<file path="config.mk">
export PLATFORM = sky130hd
export DESIGN_NAME = tl_probe_sequencer
export DESIGN_NICKNAME = d
export VERILOG_FILES = /design/src/rtl/tl_probe_sequencer.sv
export SDC_FILE = /design/constraint.sdc
export NUM_CORES = 1
export LEC_CHECK = 0
export CAP_MARGIN = 20
export CORE_ASPECT_RATIO = 0.9
export CORE_MARGIN = 3
export CORE_UTILIZATION = 46
export DETAILED_ROUTE_END_ITERATION = 10
export GPL_ROUTABILITY_DRIVEN = 0
export PLACE_DENSITY = 0.86
export SLEW_MARGIN = 20
export SYNTH_ARGS = -nofsm -noshare
export SYNTH_HDL_FRONTEND = slang
export SYNTH_SLANG_ARGS = --single-unit
</file>
<file path="constraint.sdc">
create_clock -name clk_i -period 3.8 [get_ports clk_i]
set_input_delay 0.57 -clock clk_i [delete_from_list [all_inputs] [get_ports clk_i]]
set_output_delay 0.57 -clock clk_i [all_outputs]
set_load 0.02 [all_outputs]
</file>
<file path="src/rtl/tl_probe_sequencer.sv">
// Turns one probe request into per-client TileLink B probes, collects C-channel acks, reports a summary.
// Probes issue back-to-back under b_ready_i; done is held until done_ready_i; the request port is closed while busy.
module tl_probe_sequencer #(
  parameter int NumClients    = 2,
  parameter int AddrWidth     = 56,
  parameter int ClientWidth   = (NumClients > 1) ? $clog2(NumClients) : 1,
  parameter int BeatsPerBlock = 8
) (
  input  logic                   clk_i,
  input  logic                   rst_i,
  input  logic                   req_valid_i,
  output logic                   req_ready_o,
  input  logic [AddrWidth-1:0]   req_address_i,
  input  logic                   req_block_i,
  input  logic [2:0]             req_param_i,
  input  logic [NumClients-1:0]  req_mask_i,
  output logic                   b_valid_o,
  input  logic                   b_ready_i,
  output logic [2:0]             b_opcode_o,
  output logic [2:0]             b_param_o,
  output logic [ClientWidth-1:0] b_source_o,
  output logic [AddrWidth-1:0]   b_address_o,
  input  logic                   c_valid_i,
  output logic                   c_ready_o,
  input  logic [2:0]             c_opcode_i,
  input  logic [2:0]             c_param_i,
  input  logic [ClientWidth-1:0] c_source_i,
  output logic                   done_valid_o,
  input  logic                   done_ready_i,
  output logic                   done_dirty_o,
  output logic                   done_had_t_o,
  output logic                   err_o
);

  localparam int CntWidth = (BeatsPerBlock > 1) ? $clog2(BeatsPerBlock) : 1;
  localparam logic [CntWidth-1:0] LastBeat = CntWidth'(BeatsPerBlock - 1);

  typedef enum logic [1:0] {Idle, Issue, Collect, Done} state_e;

  state_e                 state;
  logic [AddrWidth-1:0]   addrQ;
  logic [2:0]             opcodeQ;
  logic [2:0]             paramQ;
  logic [NumClients-1:0]  issueMask;
  logic [NumClients-1:0]  pendMask;
  logic                   dirty;
  logic                   hadT;
  logic [CntWidth-1:0]    beatCnt;
  logic                   reqReadyQ;
  logic                   bValidQ;
  logic [ClientWidth-1:0] bSourceQ;
  logic                   cReadyQ;
  logic                   doneValidQ;
  logic                   doneDirtyQ;
  logic                   doneHadTQ;
  logic                   errQ;

  logic                   cFire;
  logic                   isData;
  logic                   lastBeat;
  logic                   ackGood;
  logic                   bFire;
  logic                   tFlag;
  logic [NumClients-1:0]  srcOneHot;
  logic [NumClients-1:0]  bOneHot;
  logic [NumClients-1:0]  issueNext;
  logic [NumClients-1:0]  pendNext;

  function automatic logic [ClientWidth-1:0] lowestIdx(input logic [NumClients-1:0] m);
    logic [ClientWidth-1:0] idx;
    idx = '0;
    for (int i = NumClients - 1; i >= 0; i--) begin
      if (m[i]) idx = ClientWidth'(i);
    end
    return idx;
  endfunction

  always_comb begin
    cFire     = c_valid_i & cReadyQ;
    isData    = (c_opcode_i == 3'd5);
    lastBeat  = !isData || (beatCnt == LastBeat);
    tFlag     = (c_param_i == 3'd0) || (c_param_i == 3'd1) || (c_param_i == 3'd3);
    srcOneHot = '0;
    bOneHot   = '0;
    for (int i = 0; i < NumClients; i++) begin
      if (c_source_i == ClientWidth'(i)) srcOneHot[i] = 1'b1;
      if (bSourceQ == ClientWidth'(i)) bOneHot[i] = 1'b1;
    end
    // An ack only counts for a client that was probed and has not answered yet.
    ackGood   = cFire && lastBeat && (|(srcOneHot & pendMask & ~issueMask));
    bFire     = bValidQ & b_ready_i;
    issueNext = bFire ? (issueMask & ~bOneHot) : issueMask;
    pendNext  = ackGood ? (pendMask & ~srcOneHot) : pendMask;
  end

  always_ff @(posedge clk_i or posedge rst_i) begin
    if (rst_i) begin
      state      <= Idle;
      addrQ      <= '0;
      opcodeQ    <= '0;
      paramQ     <= '0;
      issueMask  <= '0;
      pendMask   <= '0;
      dirty      <= 1'b0;
      hadT       <= 1'b0;
      beatCnt    <= '0;
      reqReadyQ  <= 1'b0;
      bValidQ    <= 1'b0;
      bSourceQ   <= '0;
      cReadyQ    <= 1'b0;
      doneValidQ <= 1'b0;
      doneDirtyQ <= 1'b0;
      doneHadTQ  <= 1'b0;
      errQ       <= 1'b0;
    end else begin
      errQ      <= cFire && lastBeat && !ackGood;
      issueMask <= issueNext;
      pendMask  <= pendNext;
      if (cFire && isData) begin
        beatCnt <= lastBeat ? '0 : beatCnt + 1'b1;
      end
      if (ackGood) begin
        dirty <= dirty | isData;
        hadT  <= hadT | tFlag;
      end
      case (state)
        Idle: begin
          reqReadyQ <= 1'b1;
          if (reqReadyQ && req_valid_i) begin
            addrQ     <= req_address_i;
            opcodeQ   <= req_block_i ? 3'd6 : 3'd7;
            paramQ    <= req_param_i;
            issueMask <= req_mask_i;
            pendMask  <= req_mask_i;
            dirty     <= 1'b0;
            hadT      <= 1'b0;
            reqReadyQ <= 1'b0;
            if (|req_mask_i) begin
              state    <= Issue;
              bValidQ  <= 1'b1;
              bSourceQ <= lowestIdx(req_mask_i);
              cReadyQ  <= 1'b1;
            end else begin
              state      <= Done;
              doneValidQ <= 1'b1;
              doneDirtyQ <= 1'b0;
              doneHadTQ  <= 1'b0;
            end
          end
        end
        Issue: begin
          if (issueNext == '0) begin
            state   <= Collect;
            bValidQ <= 1'b0;
          end else begin
            bSourceQ <= lowestIdx(issueNext);
          end
        end
        Collect: begin
          // Registered pendMask: a final ack always costs one Collect cycle before Done.
          if (pendMask == '0) begin
            state      <= Done;
            cReadyQ    <= 1'b0;
            doneValidQ <= 1'b1;
            doneDirtyQ <= dirty;
            doneHadTQ  <= hadT;
          end
        end
        Done: begin
          if (done_ready_i) begin
            state      <= Idle;
            doneValidQ <= 1'b0;
            doneDirtyQ <= 1'b0;
            doneHadTQ  <= 1'b0;
            reqReadyQ  <= 1'b1;
          end
        end
        default: state <= Idle;
      endcase
    end
  end

  assign req_ready_o  = reqReadyQ;
  assign b_valid_o    = bValidQ;
  assign b_opcode_o   = opcodeQ;
  assign b_param_o    = paramQ;
  assign b_source_o   = bSourceQ;
  assign b_address_o  = addrQ;
  assign c_ready_o    = cReadyQ;
  assign done_valid_o = doneValidQ;
  assign done_dirty_o = doneDirtyQ;
  assign done_had_t_o = doneHadTQ;
  assign err_o        = errQ;

endmodule
</file>
==> results of run 1 <==
## through the flow
step | total power [mW] | area (µm²) | setup WS [ps] | hold slack [ps] | std cells
floorplan | 2.57 | 3380 | 1180 | 444 | 372
global placement | 3.43 | 4890 | 1420 | 457 | 596
detailed placement | 3.52 | 4890 | 1360 | 461 | 596
CTS | 4.29 | 5140 | 1410 | 483 | 611
global route | 4.54 | 5140 | 1200 | 497 | 611
finish | 4.25 | 5140 | 1420 | 475 | 611
## power by group
group | internal (mW) | switching, mW
Clock | 0.451 | 0.307
Sequential | 1.22 | 0.239
Combinational | 0.926 | 1.10
Total | 2.60 | 1.64
## cell families after synthesis
logic type      synth area share
simple gates               0.274
compound gates            0.0647
mux                       0.0152
flops                      0.591
buf+inv                   0.0329
fa+ha+maj                 0.0222
## worst max-delay path, stage by stage (launching register included)
cell and delay, ps:
dfrtp_1 410, inv_1 100, ha_1 480, and3_2 810, buf_4 360, nand2_1 90
nand2_1 60
## state kept, by name (all words and copies together), names as in the netlist
| name | flops |
|---|---|
| err_o | 1 |
| hadT | 1 |
| dirty | 1 |
| b_address_o | 56 |
| b_opcode_o | 2 |
| b_valid_o | 1 |
| done_valid_o | 1 |
| beatCnt | 3 |
| pendMask | 2 |
| issueMask | 2 |
| c_ready_o | 1 |
| b_source_o | 1 |
| state | 2 |
| done_dirty_o | 1 |
| req_ready_o | 1 |
| b_param_o | 3 |
| done_had_t_o | 1 |
## final cells by class
cell class | count | area share
Sequential cell | 80 | 0.390
Clock buffer | 10 | 0.0268
Tap cell | 93 | 0.0226
Inverter | 9 | 0.00706
Clock inverter | 5 | 0.0205
Multi-Input combinational cell | 267 | 0.249
Timing Repair Buffer | 147 | 0.285
## synth_stat cells (2+ instances only)
cell,count,area (µm²)
nand2_1,196,736
dfrtp_1,80,2000
o21ai_0,15,75.1
buf_2,11,55.1
inv_1,9,33.8
nor2_1,8,30.0
ha_1,6,75.1
clkbuf_1,4,15.0
mux2i_1,4,40.0
nand3_1,4,20.0
nand3b_1,3,22.5
a21oi_1,2,10.0
nand2b_1,2,12.5
nor3_4,2,32.5
o311ai_0,2,17.5
o32ai_1,2,17.5
## path summary, 6_finish.rpt
path                                      start         endpoint  depth (start not counted)
worst max-delay path                   state[0]  b_address_o[14]                          6
worst min-delay path            b_address_o[37]  b_address_o[37]                          2
worst max register to register         state[0]  b_address_o[14]                          6
worst min register to register  b_address_o[37]  b_address_o[37]                          2
max in group asynchronous                 rst_i  b_address_o[11]                          3
min in group asynchronous                 rst_i   b_address_o[8]                          2
## metal layers
layer | routed length [µm] | vias to the layer above | global-route usage
li1 | - | 1463 | -
met1 | 3550 | 1401 | 0.274
met2 | 4380 | 120 | 0.372
met3 | 725 | 12 | 0.0614
met4 | 158 | 0 | 0.0828
met5 | 0 | - | 0
==> results.cfg, run 1 <==
[run_status]
status = finished, final reports clean

[sta]
final_period_utilization = 0.626
fin_setup_tns_ps = 0
min_period_ps = 2380
tightest_slew_ps = 801
grt_setup_unrepaired = false
max_clock_freq_mhz = 420
hold_viol_final = 0
worst_clock_skew_ps = 9.32
final_max_slew_viol_count = 0
final-setup-viol-count = 0
relSlewSlack = 0.466

[cells_and_area]
seq_area_um2 = 2000
footprint_of_the_multi_input_gates_um2 = 1280
flow.area_growth_from_synthesis_pct = 51.8
final_common_cell = nand2_1
num-nets-final = 595
drive_gt1_frac = 0.0579
post-route-util = 0.723
n_fill_cell = 534
antenna-diode-count = 0
layout_common_cells = nand2_1, clkdlybuf4s50_1, dfrtp_1

[clock_network]
resized_gates_after_cts = 0
cts-htree-levels = 3
numCtsBuffers = 9
clock_sinks = 80
clkSlewWorstSetupHoldPaths_ps = 80
tritoncts_clock_tree = done
clkLatencyLatePin_ps = 340
cts-root-buf = clkbuf_8
post-cts-setup-buffers = 0
clk_path_buf_depth = 2
postCtsHoldBufs = 0

[placement]
post-dp-hpwl_mm = 6.51
port_buffers = 144

[setup_path]
worstPathMaxFanout = 45
startpoint_type = flop
crit_path_end_kind = flop
criticalPathCategory = reg2reg
worst-endpoint-arrival_ps = 2660
setup.reg_to_reg.worst_slack_ps = 1420
crit_required_ps = 4080

[synth]
netlist_area_um2 = 3380
synth_enable_flop_cells = 0
ys.warnings.count = 0
fraction_of_registers_with_async_set_reset = 1.00
synth_cell_type_count = 38
netlist_instances = 372
synth.avg_cell_area_um2 = 9.10
synth_sequential_area_ratio = 0.591
ys.flop_type = dfrtp_1
mappedNetlistNets = 453
ys_ff_latch = 80

[die]
core-area_um2 = 7110
floorplan.initialDensity = 0.476
dieHeight_um = 87.4
ioPinCount = 145
placement_rows = 29
design.die.area_um2 = 8420
floorplan.die.width_um = 96.4

[detailed_routing]
drt-wirelength-per-cell_um = 14.4
routed_wirelength_mm = 8.82
number_of_remaining_drc_errors = 0
vias = 2996
antenna_left = 0
detail_route.iter0.violations = 121
first_pass_iters = 4
drt-vias-per-instance = 4.90

[worst_hold_path]
min-delay-path-class = reg2reg

[pwr]
power-per-cell-area_nw_per_um2 = 826
ir_worst_vdd_uv = 437
leakage_nw = 2.47

[global_route]
overflow_left_after_global_routing = 0
first_global_vias = 3033
largest_net_degree_at_the_start_of_global_routing = 64
global_route_wire_length_before_repair_mm = 14.5
antenna_found_initial = 0
overall_fraction_of_global_route_tracks_in_use = 0.222

[flow_run]
max_cap_violations = 0
No activity file was read; power rests on OpenSTA's default activity.
==> inputs of run 2 (changes only) <==
CORE_UTILIZATION = 38   (was 46)
PLACE_DENSITY = 0.76   (was 0.86)
clock period = 1.95 ns   (was 3.8 ns; I/O delays follow)
==> run 2 against run 1 <==
Non-clock buffer count is 5 higher. Utilization is 12 points lower. First-iteration DRC count fell by 21%. Sequential share of layout area shrank 0.48 points. Via count grew 1.1%. Routed wire length is 0.59% lower. Sequential power grew 95%. Worst hold slack worse by 110 ps. Power is 90% higher. Cell count rose by 5.1%. Flip-flop and latch count unchanged.
==> results.cfg, run 2 (synthesized netlist as in run 1, its figures left out) <==
[cells_and_area]
layout_common_cells = nand2_1, clkdlybuf4s50_1, dfrtp_1
flow.area_growth_from_synthesis_pct = 53.7
final_common_cell = nand2_1
largest_register_ffs = 56
num-nets-final = 600
drive_gt1_frac = 0.0688
antenna-diode-count = 0

[run_status]
status = finished, final reports clean

[detailed_routing]
antenna_left = 0
vias = 3029
first_pass_iters = 5
drt-vias-per-instance = 4.72
detail_route.iter0.violations = 95
met2WireLength_mm = 4.26
wl_met3_um = 766
drt-wirelength-per-cell_um = 13.7
number_of_remaining_drc_errors = 0
routed.top_layer = met4
m1WireLength_mm = 3.66
routed_wirelength_mm = 8.77

[die]
floorplan.die.width_um = 105
dieHeight_um = 95.5
core-area_um2 = 8610
floorplan.initialDensity = 0.393
design.die.area_um2 = 10100
ioPinCount = 145
placement_rows = 32

[setup_path]
criticalPathCategory = reg2out
worst-r2r-cell-count = 6
critPathSlowestCell = clkdlybuf4s50_1
crit_required_ps = 1660
worstReg2RegStart = state[1]
worst-endpoint-arrival_ps = 1440
setup.reg_to_reg.worst_slack_ps = 270
worst_r2r_endpoint = done_dirty_o
startpoint_type = flop
worst-path-buf-inv = 1
cell_type_group_with_the_largest_total_delay_on_the_critical_path = buffers and inverters
crit_path_end_kind = primary output
worstPathMaxFanout = 7
cp_slowest_stage_delay_ps = 660
crit_chain = clkdlybuf4s50_1

[clock_network]
clkLatencyLatePin_ps = 340
numCtsBuffers = 9
clk_path_buf_depth = 2
clock_sinks = 80
tritoncts_clock_tree = done
cts-root-buf = clkbuf_8
clkSlewWorstSetupHoldPaths_ps = 80
cts-htree-levels = 3

[sta]
grt_setup_unrepaired = false
fin_setup_tns_ps = 0
hold_viol_final = 0
min_period_ps = 1730
final_period_utilization = 0.888
tightest_slew_ps = 393
final.setup.worst_slack_ps = 218
final-setup-viol-count = 0
worst_clock_skew_ps = 10.6
max_clock_freq_mhz = 577
final_max_slew_viol_count = 0
relSlewSlack = 0.738

[placement]
port_buffers = 144
preCtsSetupSlack_ps = 143
post-dp-hpwl_mm = 6.50

[global_route]
first_global_vias = 3045
largest_net_degree_at_the_start_of_global_routing = 50
global_route_wire_length_before_repair_mm = 14.0
overall_fraction_of_global_route_tracks_in_use = 0.174
overflow_left_after_global_routing = 0
antenna_found_initial = 0

[flow_run]
max_cap_violations = 0

[pwr]
ir_worst_vdd_uv = 725
power.sequential.fraction = 0.351
power.switching_mw = 3.19
leakage_nw = 2.48
internal_power_mw = 4.89
power-per-cell-area_nw_per_um2 = 1550
clock_share_of_power = 0.149
comb_power_share = 0.499
netSwitchingFraction = 0.395

[worst_hold_path]
min-delay-path-class = in2async
==> run 2: power groups by stage <==
stage	clock network [mW]	logic, mW	registers [mW]
finish	1.21	4.03	2.84
global route	1.31	4.38	2.94
CTS	1.25	4.09	2.84
detailed placement	0	4.07	2.87
global placement	0	3.96	2.84
floorplan	0	1.42	3.58
==> run 2: timing repair <==
item / 4_1_cts / 5_1_grt
hold buffers: 0 / 0
buffers inserted: 0 / 0
gates resized for setup: 0 / 1
setup endpoints to repair: 0 / 4
==> run 2: worst max-delay path by stage <==
| stage | cells after the start | endpoint | slack (ps) | start |
|---|---|---|---|---|
| 2_1_floorplan | 7 | done_dirty_o | 460 | state[0] |
| 3_3_place_gp | 6 | b_address_o[51] | 230 | state[0] |
| 3_5_place_dp | 6 | b_address_o[7] | 140 | state[1] |
| 4_1_cts | 6 | b_address_o[51] | 130 | state[0] |
| 5_1_grt | 6 | done_dirty_o | 50 | state[0] |
| 6_report | 1 | b_source_o | 220 | b_source_o |
==> run 2: layer usage <==
metal	vias up	GRT usage
met1	1429	0.199
met3	7	0.0677
met2	116	0.304
li1	1477	-
met5	-	0
met4	0	0.0503
==> run 2: area by class of cell <==
| class | instances | area [µm²] |
|---|---|---|
| Timing Repair Buffer | 152 | 1540 |
| Inverter | 9 | 37.5 |
| Tap cell | 119 | 149 |
| Fill cell | 719 | 3410 |
| Clock buffer | 10 | 138 |
| Multi-Input combinational cell | 267 | 1280 |
| Clock inverter | 5 | 57.6 |
| Sequential cell | 80 | 2000 |
==> run 2: through the flow <==
step / utilization / power (mW) / hold slack (ps) / instance area (µm²) / cells
2_1_floorplan: - / 5.01 / 390 / 3390 / 372
3_3_place_gp: 0.581 / 6.79 / 457 / 5000 / 627
3_5_place_dp: 0.581 / 6.94 / 461 / 5000 / 627
4_1_cts: 0.604 / 8.18 / 360 / 5200 / 642
5_1_grt: 0.604 / 8.63 / 373 / 5200 / 642
6_report: 0.604 / 8.08 / 361 / 5200 / 642
==> RTL edit (config.mk and constraints of run 1) <==
The output `err_o` loses its register stage (`errQ` becomes a continuous assignment).
--- a/src/rtl/tl_probe_sequencer.sv
+++ b/src/rtl/tl_probe_sequencer.sv
@@ -112,7 +112,5 @@
       doneDirtyQ <= 1'b0;
       doneHadTQ  <= 1'b0;
-      errQ       <= 1'b0;
     end else begin
-      errQ      <= cFire && lastBeat && !ackGood;
       issueMask <= issueNext;
       pendMask  <= pendNext;
@@ -181,4 +179,6 @@
   end
 
+  assign errQ = cFire && lastBeat && !ackGood;
+
   assign req_ready_o  = reqReadyQ;
   assign b_valid_o    = bValidQ;
Function: changed (Yosys sat finds a counterexample within 4 cycles, from zero or initial values and one cycle with rst_i high).
==> RTL edit against run 1 <==
Worst setup slack worse by 0.30 ns; count of clock-buffer cells in the layout did not move; critical endpoint is now err_o; global-route usage is 0.82 points higher; core utilization is 2.5 points higher; wire length up 2.4%; sequential cell count is 1 lower; sequential share of layout area down 0.27 points; clock power is 2.8% lower; synthesized area shrank 0.74%; power is 0.53% lower; final area down 0.56%.
==> RTL edit: results (changes against run 1) <==
largest net degree at the start of global routing 80 (+25%); syn nets 452 (-0.22%); Overall Global Routing Usage 23.0% (+0.82 points); layout cells sized above 1 5.62% (-0.17 points); adder-cell area share of the yosys netlist 2.23% (+0.017 points); number of global-route vias before repair 3,146 (+3.7%); Worst Clk Skew 0.0110 ns (+0.00169 ns); crit path max fanout 5 (-89%); Synth Area in XOR/XNOR 0% (unchanged); Setup WS pre-CTS 1.12 ns (-0.241 ns); FFs w/ async S/R, synth 100% (unchanged); largest cells by area after synthesis dfrtp_1 (59%), nand2_1 (22%), ha_1 (2.2%); TritonCTS buffer count 9 (unchanged); Max VDD drop 0.000520 V (+19%); first-pass GRT wire length 14,800 microns (+1.5%); mux contribution to synthesized area 1.53% (+0.011 points); Leak 0.00247 uW (-0.22%); Ys Warns 0 (unchanged); Routed WL 9030 microns (+2.4%); Synth Area in Compound Gates 6.52% (+0.048 points); sequential fraction of the synthesis area 58.8% (-0.30 points); crit path DAT 2.11 ns (-0.55 ns); top post-synthesis cells by count nand2_1 (196), dfrtp_1 (79), o21ai_0 (15); Synth cell types 38 (unchanged); via/cell ratio 5.00 (+2.0%); status completed; nets 594 (-0.17%); Initial DRC Count 150 (+24%); relative slew slack 49.3% (+2.7 points); placed cell areas 0.00488 sq mm (-0.36%); final HPWL from detailed placement 6560 microns (+0.87%)
[RTL edit: path summary, 6_finish.rpt]
path,from,endpoint,slack (ns),cells after the start
max reg2reg,state[0],b_address_o[15],1.35,6
min,b_address_o[12],b_address_o[12],0.48,2
max in group asynchronous,rst_i,b_address_o[46],2.85,3
max,c_opcode_i[1],err_o,1.12,5
min in group asynchronous,rst_i,b_param_o[2],0.62,3
min reg2reg,b_address_o[12],b_address_o[12],0.48,2
[RTL edit: power by group]
part	switching (uW)	internal (uW)	total (uW)	leakage (uW)
sequential	228	1210	1440	0.000987
clock	291	446	737	0.000118
combinational	1120	929	2050	0.00136
total	1640	2590	4220	0.00247
[RTL edit: through the flow]
step | power, uW | cells | utilization [%]
detailed placement | 3510 | 592 | 71.4
finish | 4220 | 606 | 74.8
floorplan | 2550 | 371 | -
global placement | 3430 | 592 | 71.4
global route | 4530 | 606 | 74.8
CTS | 4270 | 606 | 74.8
[RTL edit: final cells by class]
cell class / instances / area [sq um]
Clock buffer: 10 / 138
Clock inverter: 4 / 95.1
Fill cell: 485 / 1720
Inverter: 9 / 33.8
Multi-Input combinational cell: 267 / 1280
Sequential cell: 79 / 1980
Tap cell: 90 / 113
Timing Repair Buffer: 147 / 1480
[RTL edit: per-layer routing]
metal	vias up	global-route usage, %	share of wire [%]
met2	121	38.6	50
met5	-	0	0
li1	1462	-	-
met1	1433	26.8	38
met4	0	6.72	1.6
met3	16	9.85	10
[RTL edit: cell families (layout without fill, tap and decap cells)]
| kind of cell | after synthesis | after routing |
|---|---|---|
| simple gates | 224 | 224 |
| buf+inv | 25 | 170 |
| fa+ha+maj | 6 | 6 |
| compound gates | 32 | 32 |
| flops | 79 | 79 |
| mux | 5 | 5 |
[RTL edit: worst max-delay path, stage by stage]
cell and delay [ns]:
clkdlybuf4s50_1 0.40, nand3b_1 0.24, o21bai_1 0.28, nor2_1 0.08, clkdlybuf4s50_1 0.55
